===== config.mk =====
export PLATFORM = sky130hd
export DESIGN_NAME = demux_l2_deserializer
export DESIGN_NICKNAME = d
export VERILOG_FILES = /design/src/rtl/demux_l2_deserializer.sv
export SDC_FILE = /design/constraint.sdc
export NUM_CORES = 1
export LEC_CHECK = 0
export ABC_AREA = 1
export CAP_MARGIN = 20
export CORE_ASPECT_RATIO = 1.75
export CORE_MARGIN = 3
export CORE_UTILIZATION = 36
export DETAILED_ROUTE_END_ITERATION = 8
export GPL_TIMING_DRIVEN = 0
export PLACE_DENSITY_LB_ADDON = 0.3
export SKIP_CTS_REPAIR_TIMING = 1
export SYNTH_ARGS = -nofsm -noshare
export SYNTH_HDL_FRONTEND = slang
export SYNTH_SLANG_ARGS = --single-unit

===== constraint.sdc =====
create_clock -name clk4f -period 1.3 [get_ports clk4f]
set_clock_uncertainty 0.15 [all_clocks]
set_input_delay 0.39 -clock clk4f [delete_from_list [all_inputs] [get_ports clk4f]]
set_output_delay 0.39 -clock clk4f [all_outputs]
set_load 0.03 [all_outputs]

===== src/rtl/demux_l2_deserializer.sv =====
// rtl/demux_l2_deserializer.sv - 4-lane frame deserializer with lane-0 sync lock
//
// Receive side of the two-level 4:1 mux tree. One 9-bit word {valid, data}
// arrives per clk4f cycle. Lane 0 is found by a sync word. Once locked, four
// consecutive words are rebuilt into one frame, which is presented with a
// single-cycle strobe.
//
// Ports:
//   clk4f          in   serial word clock, rising edge
//   reset_L        in   asynchronous active-low reset
//   in_data[8:0]   in   serialized word, bit 8 = valid, bits 7:0 = data
//   out_data0..3   out  reassembled lane 0..3 words, held between strobes
//   out_valid      out  one-cycle strobe: a new frame is on out_data0..3
//   aligned        out  high while locked to the lane-0 sync word

module demux_l2_deserializer #(
    parameter logic [7:0] SYNC_WORD  = 8'hC0,
    parameter int         MISS_LIMIT = 2
) (
    input  logic       clk4f,
    input  logic       reset_L,
    input  logic [8:0] in_data,
    output logic [8:0] out_data0,
    output logic [8:0] out_data1,
    output logic [8:0] out_data2,
    output logic [8:0] out_data3,
    output logic       out_valid,
    output logic       aligned
);

    typedef enum logic {
        SEARCH  = 1'b0,
        ALIGNED = 1'b1
    } state_t;

    localparam logic [2:0] MISS_LIM3 = 3'(MISS_LIMIT);

    state_t     state_q,     state_d;
    logic [1:0] slot_q,      slot_d;
    logic [2:0] miss_q,      miss_d;
    logic [8:0] shadow0_q,   shadow0_d;
    logic [8:0] shadow1_q,   shadow1_d;
    logic [8:0] shadow2_q,   shadow2_d;
    logic [8:0] out_data0_q, out_data0_d;
    logic [8:0] out_data1_q, out_data1_d;
    logic [8:0] out_data2_q, out_data2_d;
    logic [8:0] out_data3_q, out_data3_d;
    logic       out_valid_q, out_valid_d;

    logic       sync_match;
    logic [2:0] miss_inc;

    // A word whose valid bit is clear can never be a sync word.
    assign sync_match = in_data[8] && (in_data[7:0] == SYNC_WORD);
    assign miss_inc   = miss_q + 3'd1;

    always_comb begin
        state_d     = state_q;
        slot_d      = slot_q;
        miss_d      = miss_q;
        shadow0_d   = shadow0_q;
        shadow1_d   = shadow1_q;
        shadow2_d   = shadow2_q;
        out_data0_d = out_data0_q;
        out_data1_d = out_data1_q;
        out_data2_d = out_data2_q;
        out_data3_d = out_data3_q;
        out_valid_d = 1'b0;

        case (state_q)
            SEARCH: begin
                slot_d = 2'd0;
                if (sync_match) begin
                    shadow0_d = in_data;
                    slot_d    = 2'd1;
                    miss_d    = 3'd0;
                    state_d   = ALIGNED;
                end
            end

            ALIGNED: begin
                // Free-running lane counter; the stream has no stall.
                slot_d = slot_q + 2'd1;
                case (slot_q)
                    2'd0: begin
                        if (sync_match) begin
                            shadow0_d = in_data;
                            miss_d    = 3'd0;
                        end else if (miss_inc < MISS_LIM3) begin
                            // Tolerated miss: the frame is still built.
                            shadow0_d = in_data;
                            miss_d    = miss_inc;
                        end else begin
                            // Lock lost; the word is dropped so no partial
                            // frame ever reaches the outputs.
                            state_d = SEARCH;
                            slot_d  = 2'd0;
                            miss_d  = 3'd0;
                        end
                    end
                    2'd1: shadow1_d = in_data;
                    2'd2: shadow2_d = in_data;
                    default: begin
                        out_data0_d = shadow0_q;
                        out_data1_d = shadow1_q;
                        out_data2_d = shadow2_q;
                        out_data3_d = in_data;
                        out_valid_d = 1'b1;
                    end
                endcase
            end

            default: state_d = SEARCH;
        endcase
    end

    always_ff @(posedge clk4f or negedge reset_L) begin
        if (!reset_L) begin
            state_q     <= SEARCH;
            slot_q      <= 2'd0;
            miss_q      <= 3'd0;
            shadow0_q   <= 9'h000;
            shadow1_q   <= 9'h000;
            shadow2_q   <= 9'h000;
            out_data0_q <= 9'h000;
            out_data1_q <= 9'h000;
            out_data2_q <= 9'h000;
            out_data3_q <= 9'h000;
            out_valid_q <= 1'b0;
        end else begin
            state_q     <= state_d;
            slot_q      <= slot_d;
            miss_q      <= miss_d;
            shadow0_q   <= shadow0_d;
            shadow1_q   <= shadow1_d;
            shadow2_q   <= shadow2_d;
            out_data0_q <= out_data0_d;
            out_data1_q <= out_data1_d;
            out_data2_q <= out_data2_d;
            out_data3_q <= out_data3_d;
            out_valid_q <= out_valid_d;
        end
    end

    assign out_data0 = out_data0_q;
    assign out_data1 = out_data1_q;
    assign out_data2 = out_data2_q;
    assign out_data3 = out_data3_q;
    assign out_valid = out_valid_q;
    assign aligned   = (state_q == ALIGNED);

endmodule


# Word level (Yosys, flattened, before mapping)
# Index checks and enable logic that the tools add are counted.
# totals
reg_bits	70
elab_cells	52
# classes
muxes	22
bitwise_logic	2
n_lt_le_gt_ge	1
n_eq_ne	6
add_sub_neg	2
reduce_logical	8
# ops
op	count
$mux W9	4
$pmux W9 S2	1
$mux W3	4
$eq A8 B8 Y1 const B	1
$reduce_and A2 Y1	4
$mux W1	7
$mux W2	3
$pmux W3 S2	1
$pmux W2 S2	1
$add A3 B1 Y3 const B	1
$lt A3 B2 Y1 const B	1
$ne A3 B1 Y1 const B	1
$reduce_and A3 Y1	1
$reduce_or A3 Y1	1
$add A2 B1 Y2 const B	1
$eq A2 B1 Y1 const B	1
$eq A2 B2 Y1 const B	1
$logic_not A2 Y1	1
$ne A2 B1 Y1 const B	1
$ne A2 B2 Y1 const B	1
$not A1 Y1	2
$pmux W1 S2	1
$logic_and A1 B1 Y1	1

# Logic depth before layout (Yosys ltp)
# Gate-level depths: netlist of the first run.
# logic_depth
depth_word	6
depth_mapped	8
depth_no_buf	8

# Least setup slack after synthesis of the first run
# No wires, ideal clock.
# synth_timing
kind	flip-flop to flip-flop
from	reg miss_q[0]
to	reg shadow0_q[0]
t_arrival_ns	1.179
path_stages_with_launch	8
setup_ns	0.116
period_less_slack_ns	1.446
slack_ns	-0.146
required_ns	1.034
n_path_buf	0
cell_sequence	dfrtp_1 -> ha_1 -> inv_1 -> nand4_4 -> nand2_4 -> nand2_4 -> nand2_1 -> nand2_1
# synth_via
elab_chain_len	4
# synth_lines
item	line_no	rtl
start, declared	40	logic [2:0] miss_q, miss_d;
start signal, assigned	133	miss_q <= miss_d;
$add A3 B1 Y3	55	assign miss_inc = miss_q + 3'd1;
$lt A3 B2 Y1	89	end else if (miss_inc < MISS_LIM3) begin
$ne A3 B1 Y1 (no line)	-	
$reduce_and A3 Y1 (no line)	-	
end signal, assigned	134	shadow0_q <= shadow0_d;
end, declared	41	logic [8:0] shadow0_q, shadow0_d;
# No other way between the ends.
# A chain may end at the register's enable or synchronous reset.

# Worst setup path in the final report of the first run
# layout_timing
from	reg miss_q[0]
to	reg shadow0_q[3]
# The elaborated chain is that of the path after synthesis.

==> insert_results.sql, run 1 <==
INSERT INTO impl_metrics (metric_group, metric, value, unit) VALUES
('yosys', 'syn_avg_cell_area', '9.45', 'um^2'),
('clock_network', 'clk-insertion-delay-late', '0.33', 'ns'),
('sta', 'setup_violations', '67', ''),
('pwr', 'power.internal', '0.00441', 'W'),
('grt', 'grt_pass1_vias', '2095', ''),
('sta', 'drv_slew', '0', ''),
('worst_setup_path', 'worst_ep_required_time', '1.37', 'ns'),
('clock_network', 'tritoncts_clock_tree', 'built', ''),
('yosys', 'synth.largest_area_cell', 'sky130_fd_sc_hd__dfrtp_1', ''),
('pwr', 'power.switching', '0.00152', 'W'),
('floorplan', 'core_area', '7620', 'um^2'),
('sta', 'setup_slack', '-0.160', 'ns'),
('grt', 'grt_pass1_wl', '10000', 'um'),
('yosys', 'synth_cell_type_count', '22', ''),
('grt', 'antenna_found_initial', '0', ''),
('clock_network', 'cts_root_buffer_type', 'sky130_fd_sc_hd__clkbuf_16', ''),
('sta', 'max-slew-margin-rel', '0.432', ''),
('worst_setup_path', 'crit_arrival', '1.53', 'ns'),
('detailed_routing', 'num_vias', '2240', ''),
('worst_hold_path', 'worstHoldPathType', 'in2async', ''),
('outcome', 'violated_checks', 'negative setup slack', ''),
('clock_network', 'cts.clk_slew.worst_paths', '0.05', 'ns'),
('cells_and_area', 'finalNonFillerCells', '483', ''),
('sta', 'finalHoldViolations', '0', ''),
('clock_network', 'htreeDepth', '3', ''),
('clock_network', 'cts.sinks', '70', ''),
('detailed_routing', 'first_iter_violations', '143', ''),
('outcome', 'result_of_the_run', 'finished with violations', ''),
('worst_setup_path', 'timing.rr.start', 'miss_q[0]$_DFFE_PN0P_', ''),
('clock_network', 'tritoncts_buffer_count', '9', ''),
('floorplan', 'die_h', '123', 'um'),
('yosys', 'yosys.area.top_type_share', '0.618', ''),
('yosys', 'yosysWarningCount', '0', ''),
('cells_and_area', 'nets', '406', ''),
('pwr', 'clkPwrFrac', '0.418', ''),
('clock_network', 'clock_tree.buffer_depth', '2', ''),
('floorplan', 'fp.dieW', '73.1', 'um'),
('pwr', 'power_leakage', '2.23', 'nW'),
('sta', 'rsz0062_at_grt', 'true', ''),
('pwr', 'p_comb_frac', '0.138', ''),
('grt', 'global_route.overflow_total', '0', ''),
('cells_and_area', 'finalInstanceArea', '4220', 'um^2'),
('sta', 'layout_worst_path_cycle_share', '1.12', ''),
('detailed_routing', 'routed_vias_inst', '4.64', ''),
('place', 'globalplace.congestion', '0.782', ''),
('pwr', 'powerDensity', '1410', 'nW/um^2'),
('worst_setup_path', 'worstSetupStartpoint', 'miss_q[0]$_DFFE_PN0P_', ''),
('grt', 'grt_util_overall', '0.149', ''),
('floorplan', 'placementRows', '42', ''),
('worst_setup_path', 'endpoint_kind', 'flop', ''),
('worst_setup_path', 'critPathKind', 'reg2reg', ''),
('floorplan', 'count_of_boundary_i_o_pins', '49', ''),
('yosys', 'ys_ff_latch', '70', ''),
('place', 'placement.io_buffers', '48', ''),
('detailed_routing', 'totalWireLength', '6580', 'um'),
('yosys', 'yosys-top-cells-area', 'sky130_fd_sc_hd__dfrtp_1, sky130_fd_sc_hd__nand2_1, sky130_fd_sc_hd__o21ai_0, sky130_fd_sc_hd__ha_1, sky130_fd_sc_hd__nand3_1', ''),
('sta', 'finalWorstPathRequiredPeriod', '1.46', 'ns'),
('sta', 'max_frequency', '0.685', 'GHz'),
('cells_and_area', 'n_antenna_cell', '0', ''),
('worst_setup_path', 'worstSetupStartpointType', 'flop', ''),
('detailed_routing', 'avgRoutedWirePerCell', '13.6', 'um'),
('grt', 'maximum_number_of_pins_on_one_net_before_global_route_repair', '71', ''),
('yosys', 'synth.cell_area', '2840', 'um^2'),
('place', 'dpl.hpwl', '4370', 'um'),
('place', 'pre_cts_ws', '-0.687', 'ns'),
('cells_and_area', 'drive_gt1_frac', '0.329', ''),
('yosys', 'synth_seq_area_share', '0.618', ''),
('pwr', 'sw_frac_of_total', '0.256', ''),
('yosys', 'syn_nets', '316', ''),
('pwr', 'pwr-share-seq', '0.444', ''),
('floorplan', 'initial_core_util', '0.372', '');
[through the flow]
stage | power, W | hold slack, ns
after floorplan | 0.00305 | -0.0556
after global placement | 0.00336 | 0.304
after detailed placement | 0.00338 | 0.309
after CTS | 0.00587 | 0.0590
after global routing | 0.00622 | 0.0875
final | 0.00593 | 0.0149
[power by group through the flow]
stage	Sequential (W)	Clock, W	Combinational [W]
final	0.00264	0.00248	0.000820
after CTS	0.00262	0.00252	0.000736
after global placement	0.00264	0	0.000715
after detailed placement	0.00265	0	0.000727
after global routing	0.00268	0.00262	0.000914
after floorplan	0.00276	0	0.000286
[cell type report]
type	instances	area [um^2]
fillers	651	3400
flip-flops and latches	70	1750
multi-input cells	200	1040
repair buffers	79	813
clock buffers	11	253
well taps	88	110
plain buffers	10	109
inverters	20	82.6
clock inverters	5	56.3
[final timing paths]
path | slack [ns] | end | cells past startpoint
worst max-delay path | -0.16 | shadow0_q[3]$_DFFE_PN0P_ | 7
worst min-delay path | 0.01 | out_data0[7]$_DFFE_PN0P_ | 1
worst max register to register | -0.16 | shadow0_q[3]$_DFFE_PN0P_ | 7
worst min register to register | 0.32 | shadow0_q[8]$_DFFE_PN0P_ | 2
max in group asynchronous | 0.37 | aligned$_DFF_PN0_ | 1
min in group clk4f | 0.25 | shadow0_q[0]$_DFFE_PN0P_ | 3
[synth_stat cells]
cell,instances
sky130_fd_sc_hd__nand2_1,134
sky130_fd_sc_hd__dfrtp_1,70
sky130_fd_sc_hd__o21ai_0,27
sky130_fd_sc_hd__inv_1,16
sky130_fd_sc_hd__nand3_1,12
sky130_fd_sc_hd__nor2_1,6
sky130_fd_sc_hd__ha_1,5
sky130_fd_sc_hd__inv_2,4
sky130_fd_sc_hd__nand2_4,4
sky130_fd_sc_hd__buf_2,3
sky130_fd_sc_hd__buf_4,2
sky130_fd_sc_hd__buf_6,2
sky130_fd_sc_hd__clkbuf_2,2
sky130_fd_sc_hd__nand2_2,2
sky130_fd_sc_hd__nand4_1,2
sky130_fd_sc_hd__nand4_4,2
sky130_fd_sc_hd__nor2_2,2
sky130_fd_sc_hd__and2_1,1
sky130_fd_sc_hd__clkbuf_1,1
sky130_fd_sc_hd__nand3_2,1
sky130_fd_sc_hd__nor2_4,1
sky130_fd_sc_hd__o21bai_1,1
[cell usage in the layout (no fill, tap or decap)]
cell type / n
sky130_fd_sc_hd__and2_1: 1
sky130_fd_sc_hd__buf_12: 3
sky130_fd_sc_hd__buf_2: 2
sky130_fd_sc_hd__buf_4: 29
sky130_fd_sc_hd__buf_6: 45
sky130_fd_sc_hd__buf_8: 1
sky130_fd_sc_hd__bufinv_16: 1
sky130_fd_sc_hd__clkbuf_16: 9
sky130_fd_sc_hd__clkbuf_8: 2
sky130_fd_sc_hd__clkinv_2: 2
sky130_fd_sc_hd__clkinvlp_4: 1
sky130_fd_sc_hd__dfrtp_1: 68
sky130_fd_sc_hd__dfrtp_2: 2
sky130_fd_sc_hd__dlymetal6s2s_1: 9
sky130_fd_sc_hd__ha_2: 1
sky130_fd_sc_hd__ha_4: 4
sky130_fd_sc_hd__inv_1: 11
sky130_fd_sc_hd__inv_2: 8
sky130_fd_sc_hd__inv_6: 1
sky130_fd_sc_hd__inv_8: 1
sky130_fd_sc_hd__nand2_1: 131
sky130_fd_sc_hd__nand2_2: 3
sky130_fd_sc_hd__nand2_4: 4
sky130_fd_sc_hd__nand2_8: 2
sky130_fd_sc_hd__nand3_1: 11
sky130_fd_sc_hd__nand3_2: 2
sky130_fd_sc_hd__nand4_1: 2
sky130_fd_sc_hd__nand4_4: 2
sky130_fd_sc_hd__nor2_1: 4
sky130_fd_sc_hd__nor2_2: 4
sky130_fd_sc_hd__nor2_4: 1
sky130_fd_sc_hd__o21ai_0: 19
sky130_fd_sc_hd__o21ai_1: 8
sky130_fd_sc_hd__o21bai_1: 1
[logic make-up after synthesis]
| logic type | share of synthesized area |
|---|---|
| and+or+nand+nor | 0.260 |
| buffers and inverters | 0.0498 |
| AOI/OAI and AO/OA | 0.0503 |
| DFF | 0.618 |
| adders and majority gates | 0.0221 |
[per-layer routing]
layer  GRT usage  share of wire
met1       0.176           0.40
met2       0.247           0.55
met3      0.0456          0.036
met4      0.0624          0.017
met5           0              0
[worst max-delay path, stage by stage, from the launching register on]
cell,delay [ns]
sky130_fd_sc_hd__dfrtp_1,0.42
sky130_fd_sc_hd__ha_4,0.28
sky130_fd_sc_hd__inv_2,0.04
sky130_fd_sc_hd__nand4_4,0.10
sky130_fd_sc_hd__nand2_4,0.11
sky130_fd_sc_hd__buf_12,0.15
sky130_fd_sc_hd__nand3_1,0.05
sky130_fd_sc_hd__nand2_1,0.05
[registers in the layout, indices dropped and copies added, names as in the netlist]
| signal | count |
|---|---|
| aligned | 1 |
| out_data2 | 9 |
| slot_q | 2 |
| shadow1_q | 9 |
| miss_q | 3 |
| out_data1 | 9 |
| out_data0 | 9 |
| out_data3 | 9 |
| shadow0_q | 9 |
| shadow2_q | 9 |
| out_valid | 1 |
Note: power is estimated with default switching activity, not from simulation.
==> inputs of run 2 (changes only) <==
clock period = 1.27 ns   (was 1.3 ns; I/O delays follow)
==> run 2 against run 1 <==
The flow finishes with violations (negative hold slack, negative setup slack). Combinational power rose by 17%. Total power increased by 8.6%. Sequential power increased by 4%. First-iteration DRC count grew 18%. Sequential share of layout area is 4.4 points lower. Count of clock-buffer cells in the layout unchanged. Setup slack lost 0.088 ns. Clock power grew 10%. Flip-flop and latch count unchanged. Die area unchanged. Final area rose by 12%. Via count rose by 7.1%. Critical path type unchanged. Critical endpoint is now shadow0_q[2]$_DFFE_PN0P_.
==> insert_results.sql, run 2 (synthesized netlist as in run 1, its figures left out) <==
INSERT INTO impl_metrics (metric_group, metric, value, unit) VALUES
('outcome', 'result_of_the_run', 'finished with violations', ''),
('outcome', 'violated_checks', 'negative hold slack, negative setup slack', ''),
('worst_setup_path', 'critPathKind', 'reg2reg', ''),
('pwr', 'powerDensity', '1370', 'nW/um^2'),
('cells_and_area', 'drive_gt1_frac', '0.465', ''),
('grt', 'grt_pass1_wl', '10400', 'um'),
('detailed_routing', 'num_vias', '2399', ''),
('clock_network', 'cts.sinks', '70', ''),
('sta', 'setup_violations', '107', ''),
('detailed_routing', 'first_iter_violations', '169', ''),
('worst_setup_path', 'critical_path.max_stage_delay', '0.43', 'ns'),
('detailed_routing', 'totalWireLength', '7550', 'um'),
('worst_setup_path', 'worst_ep_required_time', '1.35', 'ns'),
('clock_network', 'htreeDepth', '3', ''),
('sta', 'layout_worst_path_cycle_share', '1.19', ''),
('pwr', 'vdd_drop_max', '918', 'uV'),
('sta', 'finalWorstPathRequiredPeriod', '1.52', 'ns'),
('grt', 'maximum_number_of_pins_on_one_net_before_global_route_repair', '71', ''),
('floorplan', 'initial_core_util', '0.372', ''),
('clock_network', 'clock_tree.buffer_depth', '2', ''),
('cells_and_area', 'most_common_cell_after_layout_fill_and_taps_aside', 'sky130_fd_sc_hd__nand2_1', ''),
('cells_and_area', 'area_delta_synth_final', '66.2', '%'),
('cells_and_area', 'n_antenna_cell', '0', ''),
('cells_and_area', 'register_cell_area_after_layout', '1750', 'um^2'),
('clock_network', 'cts_root_buffer_type', 'sky130_fd_sc_hd__clkbuf_16', ''),
('detailed_routing', 'drt_first_pass_iters', '4', ''),
('clock_network', 'tritoncts_clock_tree', 'built', ''),
('place', 'globalplace.congestion', '0.782', ''),
('worst_setup_path', 'endpoint_kind', 'flop', ''),
('clock_network', 'cts.clk_slew.worst_paths', '0.06', 'ns'),
('worst_setup_path', 'path_cells', 'ha_4, inv_4, nand4_4, nand2_8, nand2_8, nand2_2, nand2_2', ''),
('pwr', 'power_leakage', '2.44', 'nW'),
('detailed_routing', 'drc_errors', '0', ''),
('place', 'dpl.hpwl', '4620', 'um'),
('clock_network', 'tritoncts_buffer_count', '9', ''),
('floorplan', 'core_area', '7620', 'um^2'),
('sta', 'max-slew-margin-rel', '0.409', ''),
('place', 'pre_cts_ws', '-0.715', 'ns'),
('floorplan', 'fp.dieW', '73.1', 'um'),
('clock_network', 'clk-insertion-delay-late', '0.34', 'ns'),
('floorplan', 'die_area', '9020', 'um^2'),
('sta', 'rsz0062_at_grt', 'true', ''),
('sta', 'max_frequency', '0.659', 'GHz'),
('detailed_routing', 'routed_vias_inst', '4.83', ''),
('sta', 'hold_ws', '-0.00241', 'ns'),
('worst_setup_path', 'slowest_stage', 'sky130_fd_sc_hd__dfrtp_1', ''),
('detailed_routing', 'avgRoutedWirePerCell', '15.2', 'um'),
('floorplan', 'count_of_boundary_i_o_pins', '49', ''),
('grt', 'global_route.overflow_total', '0', ''),
('grt', 'antenna_found_initial', '0', ''),
('place', 'placement.io_buffers', '48', ''),
('cells_and_area', 'fillerInstances', '578', ''),
('sta', 'drv_slew', '0', ''),
('worst_setup_path', 'crit_path_max_fanout', '7', ''),
('worst_setup_path', 'cp.buffers_inverters', '1', ''),
('grt', 'grt_util_overall', '0.157', ''),
('sta', 'finalHoldViolations', '1', ''),
('floorplan', 'die_h', '123', 'um'),
('floorplan', 'placementRows', '42', ''),
('worst_hold_path', 'worstHoldPathType', 'in2async', ''),
('sta', 'worst_pin_slew', '0.887', 'ns'),
('worst_setup_path', 'crit_arrival', '1.59', 'ns'),
('cells_and_area', 'commonest_cells_after_routing_fill_and_taps_aside', 'sky130_fd_sc_hd__nand2_1, sky130_fd_sc_hd__dfrtp_1, sky130_fd_sc_hd__buf_6, sky130_fd_sc_hd__buf_4, sky130_fd_sc_hd__nand2_2', ''),
('grt', 'grt_pass1_vias', '2143', ''),
('worst_setup_path', 'worstSetupStartpointType', 'flop', ''),
('detailed_routing', 'route.antenna.remaining_nets', '0', ''),
('cells_and_area', 'nets', '420', ''),
('worst_setup_path', 'cell_class_contributing_the_biggest_share_of_worst_path_delay', 'simple AND/OR/NAND/NOR gates', ''),
('flow_run', 'drv_cap', '0', ''),
('cells_and_area', 'multiInputGateArea', '1250', 'um^2'),
('sta', 'setup_slack', '-0.247', 'ns');
==> run 2: cell count changes in the layout (fill, tap and decap cells not counted), sizes merged <==
cell and change:
inv -2, buf +8, bufinv +1, clkdlybuf4s50 +3, clkbuf +5, clkinv +1
nand2 +1, dlymetal6s2s -3
==> run 2: final cells by class <==
type                            instances  share of cell area
Sequential cell                        70               0.372
Multi-Input combinational cell        201               0.266
Timing Repair Buffer                   92               0.220
Clock buffer                           11              0.0515
Buffer                                 10              0.0279
Tap cell                               88              0.0234
Inverter                               20              0.0212
Clock inverter                          5              0.0173
==> run 2: per-stage QoR <==
stage | std cells | utilization | TNS [ns] | cell area, um^2 | total power (W)
after floorplan | 300 | - | -1.00 | 2890 | 0.00312
after global placement | 436 | 0.457 | -203.76 | 3480 | 0.00344
after detailed placement | 436 | 0.457 | -26.18 | 3480 | 0.00348
after CTS | 452 | 0.500 | -31.10 | 3810 | 0.00621
after global routing | 497 | 0.619 | -18.02 | 4710 | 0.00671
final | 497 | 0.619 | -14.15 | 4710 | 0.00644
==> run 2: power breakdown <==
part           total (W)  leakage (nW)  switching (W)  internal, W
combinational   0.000958          1.45       0.000516     0.000442
clock            0.00273         0.156       0.000958      0.00178
sequential       0.00275         0.833       0.000232      0.00252
total            0.00644          2.44        0.00171      0.00474
==> run 2: final timing paths <==
path / to / slack [ns] / cells after the start / startpoint
min: out_valid$_DFF_PN0_ / -0.002 / 1 / reset_L
min in group clk4f: shadow0_q[2]$_DFFE_PN0P_ / 0.25 / 3 / in_data[2]
max reg2reg: shadow0_q[2]$_DFFE_PN0P_ / -0.25 / 7 / miss_q[0]$_DFFE_PN0P_
min reg2reg: out_data0[3]$_DFFE_PN0P_ / 0.33 / 2 / shadow0_q[3]$_DFFE_PN0P_
max in group asynchronous: slot_q[0]$_DFF_PN0_ / 0.35 / 1 / reset_L
max: shadow0_q[2]$_DFFE_PN0P_ / -0.25 / 7 / miss_q[0]$_DFFE_PN0P_
==> run 2: per-layer routing <==
metal	GRT usage	share of wire	up-vias
met2	0.258	0.54	60
met4	0.0797	0.036	0
met3	0.0374	0.044	18
li1	-	-	1156
met5	0	0	-
met1	0.189	0.38	1165
==> inputs of run 3 (changes only) <==
CAP_MARGIN = 25   (was 20)
==> results of run 3 <==
Same layout as run 2: the final DEF is identical, and so are final timing and power.
